==> config.mk <==
export PLATFORM = sky130hd
export DESIGN_NAME = sdp_ram_reader
export DESIGN_NICKNAME = d
export VERILOG_FILES = /design/src/rtl/sdp_ram_reader.sv
export SDC_FILE = /design/constraint.sdc
export NUM_CORES = 1
export LEC_CHECK = 0
export BUFFER_PORTS_ARGS = -buffer_cell sky130_fd_sc_hd__buf_2
export CELL_PAD_IN_SITES_DETAIL_PLACEMENT = 1
export CELL_PAD_IN_SITES_GLOBAL_PLACEMENT = 1
export CORE_MARGIN = 5
export CORE_UTILIZATION = 42
export DETAILED_ROUTE_END_ITERATION = 6
export PLACE_DENSITY = 0.75
export SETUP_SLACK_MARGIN = 0.1
export SYNTH_ARGS = -nofsm -noshare
export SYNTH_HDL_FRONTEND = slang
export SYNTH_SLANG_ARGS = --single-unit
==> constraint.sdc <==
create_clock -name clk -period 2.8 [get_ports clk]
set_input_delay 0.28 -clock clk [delete_from_list [all_inputs] [get_ports clk]]
set_output_delay 0.28 -clock clk [all_outputs]
set_load 0.01 [all_outputs]
==> src/rtl/sdp_ram_reader.sv <==
// Read-side engine for the registered-read simple dual-port RAM: streams a window out.
// Optional m_last output enabled by defining SDP_RAM_READER_LAST_EN.
module sdp_ram_reader #(
  parameter int DATA_WIDTH = 8,
  parameter int ADDR_WIDTH = 6,
  parameter int FIFO_DEPTH = 4
) (
  input  logic                  clk,
  input  logic                  resetn,
  input  logic                  start,
  input  logic [ADDR_WIDTH-1:0] base_addr,
  input  logic [ADDR_WIDTH:0]   length,
  output logic                  busy,
  output logic                  done,
  output logic [ADDR_WIDTH-1:0] ram_read_addr,
  input  logic [DATA_WIDTH-1:0] ram_q,
  output logic [DATA_WIDTH-1:0] m_data,
  output logic                  m_valid,
  input  logic                  m_ready
`ifdef SDP_RAM_READER_LAST_EN
  ,
  output logic                  m_last
`endif
);

  localparam int LW = ADDR_WIDTH + 1;
  localparam int PW = $clog2(FIFO_DEPTH);
  localparam int CW = PW + 2;

  typedef enum logic [1:0] {
    S_IDLE,
    S_RUN,
    S_DONE
  } state_t;

  state_t r_state;
  state_t w_next;

  logic [ADDR_WIDTH-1:0] r_addr;
  logic                  r_tag_a;
  logic                  r_tag_b;
  logic [LW-1:0]         r_rem_issue;
  logic [LW-1:0]         r_rem_out;
  logic [DATA_WIDTH-1:0] r_mem [FIFO_DEPTH];
  logic [PW-1:0]         r_wr;
  logic [PW-1:0]         r_rd;
  logic [CW-1:0]         r_count;

  logic          w_push;
  logic          w_pop;
  logic          w_issue;
  logic          w_start_go;
  logic          w_last_beat;
  logic [CW-1:0] w_occ;

  assign w_push      = r_tag_b;
  assign w_pop       = m_valid && m_ready;
  assign w_occ       = r_count + CW'(r_tag_a) + CW'(r_tag_b) - CW'(w_pop);
  assign w_start_go  = (r_state == S_IDLE) && start && (length != '0);
  assign w_issue     = w_start_go ||
                       ((r_state == S_RUN) && (r_rem_issue != '0) &&
                        (w_occ < CW'(FIFO_DEPTH)));
  assign w_last_beat = w_pop && (r_rem_out == LW'(1));

  assign busy          = (r_state == S_RUN);
  assign done          = (r_state == S_DONE);
  assign ram_read_addr = r_addr;
  assign m_valid       = (r_count != '0);
  assign m_data        = m_valid ? r_mem[r_rd] : '0;

  always_ff @(posedge clk or negedge resetn) begin
    if (!resetn) r_state <= S_IDLE;
    else         r_state <= w_next;
  end

  always_comb begin
    w_next = r_state;
    unique case (r_state)
      S_IDLE: if (start) w_next = (length == '0) ? S_DONE : S_RUN;
      S_RUN:  if (w_last_beat) w_next = S_DONE;
      S_DONE: w_next = S_IDLE;
      default: w_next = S_IDLE;
    endcase
  end

  // Stage A is the address register, stage B aligns with the RAM q output
  always_ff @(posedge clk or negedge resetn) begin
    if (!resetn) begin
      r_addr      <= '0;
      r_tag_a     <= 1'b0;
      r_tag_b     <= 1'b0;
      r_rem_issue <= '0;
      r_rem_out   <= '0;
    end else begin
      r_tag_a <= w_issue;
      r_tag_b <= r_tag_a;
      if (w_start_go) begin
        r_addr      <= base_addr;
        r_rem_issue <= length - LW'(1);
        r_rem_out   <= length;
      end else begin
        if (w_issue) begin
          r_addr      <= r_addr + ADDR_WIDTH'(1);
          r_rem_issue <= r_rem_issue - LW'(1);
        end
        if (w_pop) r_rem_out <= r_rem_out - LW'(1);
      end
    end
  end

  always_ff @(posedge clk or negedge resetn) begin
    if (!resetn) begin
      r_wr    <= '0;
      r_rd    <= '0;
      r_count <= '0;
    end else begin
      if (w_push) r_wr <= r_wr + PW'(1);
      if (w_pop)  r_rd <= r_rd + PW'(1);
      r_count <= r_count + CW'(w_push) - CW'(w_pop);
    end
  end

  always_ff @(posedge clk) begin
    if (w_push) r_mem[r_wr] <= ram_q;
  end

`ifdef SDP_RAM_READER_LAST_EN
  logic r_last_a;
  logic r_last_b;
  logic r_mem_last [FIFO_DEPTH];
  logic w_issue_last;

  assign w_issue_last = w_issue &&
                        (w_start_go ? (length == LW'(1))
                                    : (r_rem_issue == LW'(1)));
  assign m_last = m_valid && r_mem_last[r_rd];

  always_ff @(posedge clk or negedge resetn) begin
    if (!resetn) begin
      r_last_a <= 1'b0;
      r_last_b <= 1'b0;
    end else begin
      r_last_a <= w_issue_last;
      r_last_b <= r_last_a;
    end
  end

  always_ff @(posedge clk) begin
    if (w_push) r_mem_last[r_wr] <= r_last_b;
  end
`endif

  a_no_overflow: assert property (@(posedge clk) disable iff (!resetn)
    !(w_push && !w_pop && (r_count == CW'(FIFO_DEPTH))));

endmodule

## After elaboration in Yosys (flattened, before gate mapping)

Memory sizes are Yosys's and may differ from the RTL's.
Cells that the tools add are included.

| word-level totals | value |
|---|---|
| bits in registers | 32 |
| bits in writable memories | 32 |
| output and inout bits | 17 |
| word-level logic and storage cells | 55 |
| memories | 1 |

Memories:

| memory | words | bits a word | rd ports | clocked after Yosys merged registers in | wr ports | RTL line | text |
|---|---|---|---|---|---|---|---|
| r_mem | 4 | 8 | 1 | 0 | 1 | 44 | `logic [DATA_WIDTH-1:0] r_mem [FIFO_DEPTH];` |

| cells by class | value |
|---|---|
| add/sub/neg operators | 11 |
| order comparisons | 1 |
| eq/ne operators | 5 |
| mux-type cells | 13 |
| reduce and logical (&&, ||, !) cells | 15 |

Operators by type and width:

| kind | count |
|---|---|
| 2-to-1 mux 7 bit | 4 |
| subtractor 7 x 1 -> 7 bit, second input constant | 3 |
| nonzero test 7 bit | 2 |
| adder 4 x 1 -> 4 bit | 3 |
| 2-to-1 mux 6 bit | 2 |
| 2-to-1 mux 8 bit | 1 |
| subtractor 4 x 1 -> 4 bit | 2 |
| == test 7 x 1 -> 1 bit, second input constant | 1 |
| logical NOT 7 bit | 1 |
| adder 6 x 1 -> 6 bit, second input constant | 1 |
| logical AND 1 bit | 6 |
| 2-to-1 mux 2 bit | 3 |
| adder 2 x 1 -> 2 bit, second input constant | 2 |
| < comparator 4 x 3 -> 1 bit, second input constant | 1 |
| one-hot mux 2 bit (2 select lines) | 1 |
| nonzero test 2 bit | 2 |
| nonzero test 4 bit | 1 |
| == test 2 x 1 -> 1 bit, second input constant | 1 |
| == test 2 bit, second input constant | 1 |
| logical NOT 2 bit | 1 |
| 2-to-1 mux 1 bit | 2 |
| != test 2 x 1 -> 1 bit, second input constant | 1 |
| != test 2 bit, second input constant | 1 |
| AND reduction 2 bit | 1 |
| logical OR 1 bit | 1 |

## Depth between registers and ports, before layout

| logic depth | value |
|---|---|
| depth in word-level cells | 8 |
| depth in mapped cells | 15 |

## Worst setup path before layout

OpenSTA, ideal clock, no wires.

| timing | value |
|---|---|
| path type | reg-to-reg |
| from | reg r_count[2] |
| to | reg r_rem_issue[5] |
| arrival time | 2,961 ps |
| required time | 2,658 ps |
| setup slack | -302 ps |
| cell stages (with the launch flop) | 16 |
| path buffers | 3 |
| clock period less this slack | 3,102 ps |
| cell sequence | dfrtp_1 inv_1 ha_1 or3b_2 clkbuf_1 and2_1 nand2b_1 nand2_1 ha_1 a21o_1 a21oi_2 xnor2_1 buf_6 buf_2 o311ai_0 o211ai_1 |

| between the ends | value |
|---|---|
| cells in the longest elaborated chain, start to end | 7 |
| elaborated cells on any way between the ends | 9 |
| classes of those cells | 3 x add/sub; 1 x order compare; 5 x reduce/logical |

RTL lines:

| what | RTL line | text |
|---|---|---|
| from (decl) | 47 | `logic [CW-1:0] r_count;` |
| from (signal assigned) | 119 | `r_count <= r_count + CW'(w_push) - CW'(w_pop);` |
| nonzero test 4 bit | 68 | `assign m_valid = (r_count != '0);` |
| via m_valid | 18 | `output logic m_valid,` |
| logical AND 1 bit | 57 | `assign w_pop = m_valid && m_ready;` |
| subtractor 4 x 1 -> 4 bit | 58 | `assign w_occ = r_count + CW'(r_tag_a) + CW'(r_tag_b) - CW'(w_pop);` |
| < comparator 4 x 3 -> 1 bit | 62 | `(w_occ < CW'(FIFO_DEPTH)));` |
| logical AND 1 bit | 61 | `((r_state == S_RUN) && (r_rem_issue != '0) &&` |
| logical OR 1 bit | 60 | `assign w_issue = w_start_go \|\|` |
| nonzero test 2 bit (no line) | n/a |  |
| to (signal assigned) | 99 | `r_rem_issue <= length - LW'(1);` |
| to (signal assigned) | 104 | `r_rem_issue <= r_rem_issue - LW'(1);` |
| to (decl) | 42 | `logic [LW-1:0] r_rem_issue;` |

The timed path passes the listed nets, and every way through them passes these cells.
A chain may end at the register's enable or synchronous reset.

## Final worst setup path

| timing | value |
|---|---|
| from | reg r_count[2] |
| to | reg r_rem_issue[2] |

| between the ends | value |
|---|---|
| cells in the longest elaborated chain, start to end | 7 |
| elaborated cells on any way between the ends | 9 |
| classes of those cells | 3 x add/sub; 1 x order compare; 5 x reduce/logical |

RTL lines:

| what | RTL line |
|---|---|
| adder 4 x 1 -> 4 bit / nonzero test 4 bit (equally long branches) | 58, 68 |
| adder 4 x 1 -> 4 bit / logical AND 1 bit (equally long branches) | 58, 57 |
| subtractor 4 x 1 -> 4 bit (*) | 58 |
| < comparator 4 x 3 -> 1 bit (*) | 62 |
| logical AND 1 bit (*) | 61 |
| logical OR 1 bit (*) | 60 |
| nonzero test 2 bit (no line) (*) | n/a |

Every way passes the cells marked *; elsewhere a longest branch is shown, timed or not.

==> results.ini <==
[clocking]
clk_latency_ps = 350
cts_max_level = 3
clock_tree.buffer_depth = 2
numCtsBuffers = 9
cts-root-buf = clkbuf_8
cts_tree = built
clk_pin_slew_ps = 80
postCtsHoldBufs = 0
cts.sinks = 64

[timing]
fin_ws_ps = -49.35
hold_ws_ps = -12.86
maxSlewViolCount = 0
fmax_mhz = 351.0
setup-violations-final = 6
fin_crit_sh_pct = 101.8
layout_min_cycle_time_ps = 2849
grt_setup_unrepaired = yes
hold_viol = 7
fin_skew_ps = 6.631
worst_pin_slew_ps = 762.0
maxSlewHeadroom_pct = 49.20

[setup_path]
reg2reg_from = r_count[2]$_DFF_PN0_
r2r_cells = 14
critical_path_class = flip-flop to flip-flop
rrSetupSlack_ps = -50
worst_ep_arrival_time_ps = 3090
r2r-end = r_rem_issue[2]$_DFFE_PN0P_
critical_path.startpoint_type = flip-flop
cp.required_ps = 3040
cp-end-kind = flip-flop
critPathMaxFanout = 4

[floorplan]
dieArea_mm2 = 0.009821
ios = 42
rows = 32
core_mm2 = 0.007727
initial_core_util_pct = 43.15
die_h_um = 99.10
die_w_um = 99.10

[detailed_routing]
drt_iter0_markers = 70
route.detailed.drc = 0
drtPass1Iterations = 4
wire_per_inst_um = 18.38
postRouteAntennaNets = 0
vias_per_cell = 5.533
vias = 2451
routed_wl_um = 8142

[global_route]
grt_pass1_wl_um = 13210
antenna_found_initial = 0
gr-usage-all-layers_pct = 17.12
grt-ovfl-total = 0
grt_start_max_net_pins = 33
grt_pass1_vias = 2642

[synthesis]
synth_edf_count = 32
synth_top_cell_area_share_pct = 28.82
synth_area_leaders = edfxtp_1 (29%), dfrtp_1 (24%), mux4_2 (5.4%)
yosysSeqAreaShare_pct = 52.83
async_reset_ff_share_pct = 50.00
syn_area_mm2 = 0.003334
synth-seq-cells = 64
synthCells = 272
synth_nets = 312
yosys_warnings = 0
avgSynthCellArea_um2 = 12.26
synth-main-ff-cell = edfxtp_1
synth.largest_area_cell = edfxtp_1
synth_cell_types = 58

[cells_and_area]
area_delta_synth_final_pct = 25.33
diodes = 0
nets = 376
fill_cells = 818
drive_gt1_share_pct = 35.19
fin_util_pct = 54.08

[power]
power_leakage_nw = 1.706
vdd_drop_max_mv = 0.5161
powerDensity_mw_per_mm2 = 1380
total_power_mw = 5.765

[status]
status = complete, but fails checks
violations = negative hold slack, negative setup slack

[worst_hold_path]
hold_path.class = input port to asynchronous set/reset pin

[placement]
hpwl_um = 5442
pre_cts_ws_ps = -51.96
gp_congestion = 0.7981
portBuffers = 41

[job]
drv_cap = 0

cells by family (layout without fill, tap and decap cells):
family,count (synthesis),in the layout,share of synthesized area (%)
AND/OR/NAND/NOR,86,86,15.99
flip-flops,64,64,52.83
multiplexers,8,8,5.403
XOR/XNOR,15,15,3.940
buffers and inverters,27,96,4.052
AO/OA/AOI/OAI,57,57,11.93
adder cells (fa/ha/maj),15,15,5.854
cell type report:
type                    count  area, um2  share of cell area [%]
inverters                  14      52.55                   1.257
multi-input cells         181       1573                   37.63
well taps                 102      127.6                   3.054
flip-flops and latches     64       1762                   42.16
clock inverters             7      103.9                   2.485
repair buffers             66      436.7                   10.45
clock buffers               9      123.9                   2.964
synthesized netlist by cell type, types with 4 or more instances:
master / n
mux4_2: 8
xnor2_1: 10
buf_2: 6
a21oi_1: 5
inv_1: 14
o21ai_0: 12
clkbuf_1: 4
ha_1: 14
nor2_1: 11
or4_1: 4
xor2_1: 5
o31ai_1: 5
edfxtp_1: 32
or3_1: 4
a31oi_1: 9
and2_1: 16
dfrtp_1: 32
nand2_1: 14
nand3_1: 6
nor4_1: 4
critical path: stages, from the launching register on:
cell and delay (ps):
dfrtp_1 380, inv_2 80, ha_4 130, or3b_4 390, and2_4 160, nand2b_4 70
nand2_4 50, ha_4 200, a21o_1 210, a21oi_4 220, buf_4 150, buf_6 100
xor2_4 220, a31oi_1 120, a211o_1 270
how the worst max path moves through the flow:
stage / slack, ps / startpoint / endpoint / cells after the start
detailed placement: -50 / r_count[2]$_DFF_PN0_ / ram_read_addr[4]$_DFFE_PN0P_ / 13
floorplan: -20 / r_count[2]$_DFF_PN0_ / r_rem_issue[3]$_DFFE_PN0P_ / 14
global placement: 40 / r_count[2]$_DFF_PN0_ / r_rem_issue[3]$_DFFE_PN0P_ / 13
CTS: -70 / r_count[2]$_DFF_PN0_ / r_rem_issue[3]$_DFFE_PN0P_ / 13
global route: -140 / r_count[2]$_DFF_PN0_ / ram_read_addr[4]$_DFFE_PN0P_ / 13
finish: -50 / r_count[2]$_DFF_PN0_ / r_rem_issue[2]$_DFFE_PN0P_ / 14
stage by stage:
stage	instance area [um2]	std cells	TNS, ps
after floorplan	3378	272	-43.39
after global routing	4179	443	-1018
after global placement	3737	417	0
after CTS	4145	441	-127.4
final	4179	443	-149.2
after detailed placement	3737	417	-178.2
state kept, by name, summed over array words and instances, names as in the netlist:
| signal | count |
|---|---|
| r_rem_out | 7 |
| r_tag_b | 1 |
| r_rd | 2 |
| r_state | 2 |
| r_mem | 32 |
| r_wr | 2 |
| r_tag_a | 1 |
| r_rem_issue | 7 |
| r_count | 4 |
| ram_read_addr | 6 |
cells in the final DEF, fill, tap and decap left out, types with 8 or more instances in the layout:
cell type,count
buf_2,41
mux4_2,8
dfrtp_1,32
and2_1,15
nor2_1,11
clkbuf_8,9
buf_4,18
ha_1,12
xnor2_1,9
o21ai_0,11
nand2_1,12
a31oi_1,9
inv_1,12
edfxtp_1,32
layer usage:
| layer | GRT usage (%) | share of wire (%) | up-vias |
|---|---|---|---|
| li1 | - | - | 1145 |
| met1 | 21.28 | 43 | 1250 |
| met2 | 29.29 | 52 | 43 |
| met3 | 3.927 | 3.6 | 13 |
| met4 | 5.987 | 1.6 | 0 |
| met5 | 0 | 0 | - |
power breakdown:
part / leakage, nW / switching [mW] / internal (mW)
Clock: 0.114 / 0.408 / 0.512
Sequential: 0.672 / 0.329 / 1.32
Combinational: 0.919 / 1.57 / 1.62
what timing repair did:
action / in CTS / in global routing
endpoints found under the setup margin: 11 / 13
cloned: 1 / 0
gates resized for setup: 17 / 8
endpoints found under the hold margin: 0 / 0
buffers inserted: 7 / 4
pin swaps: 12 / 12
No activity file was read; power rests on OpenSTA's default activity.
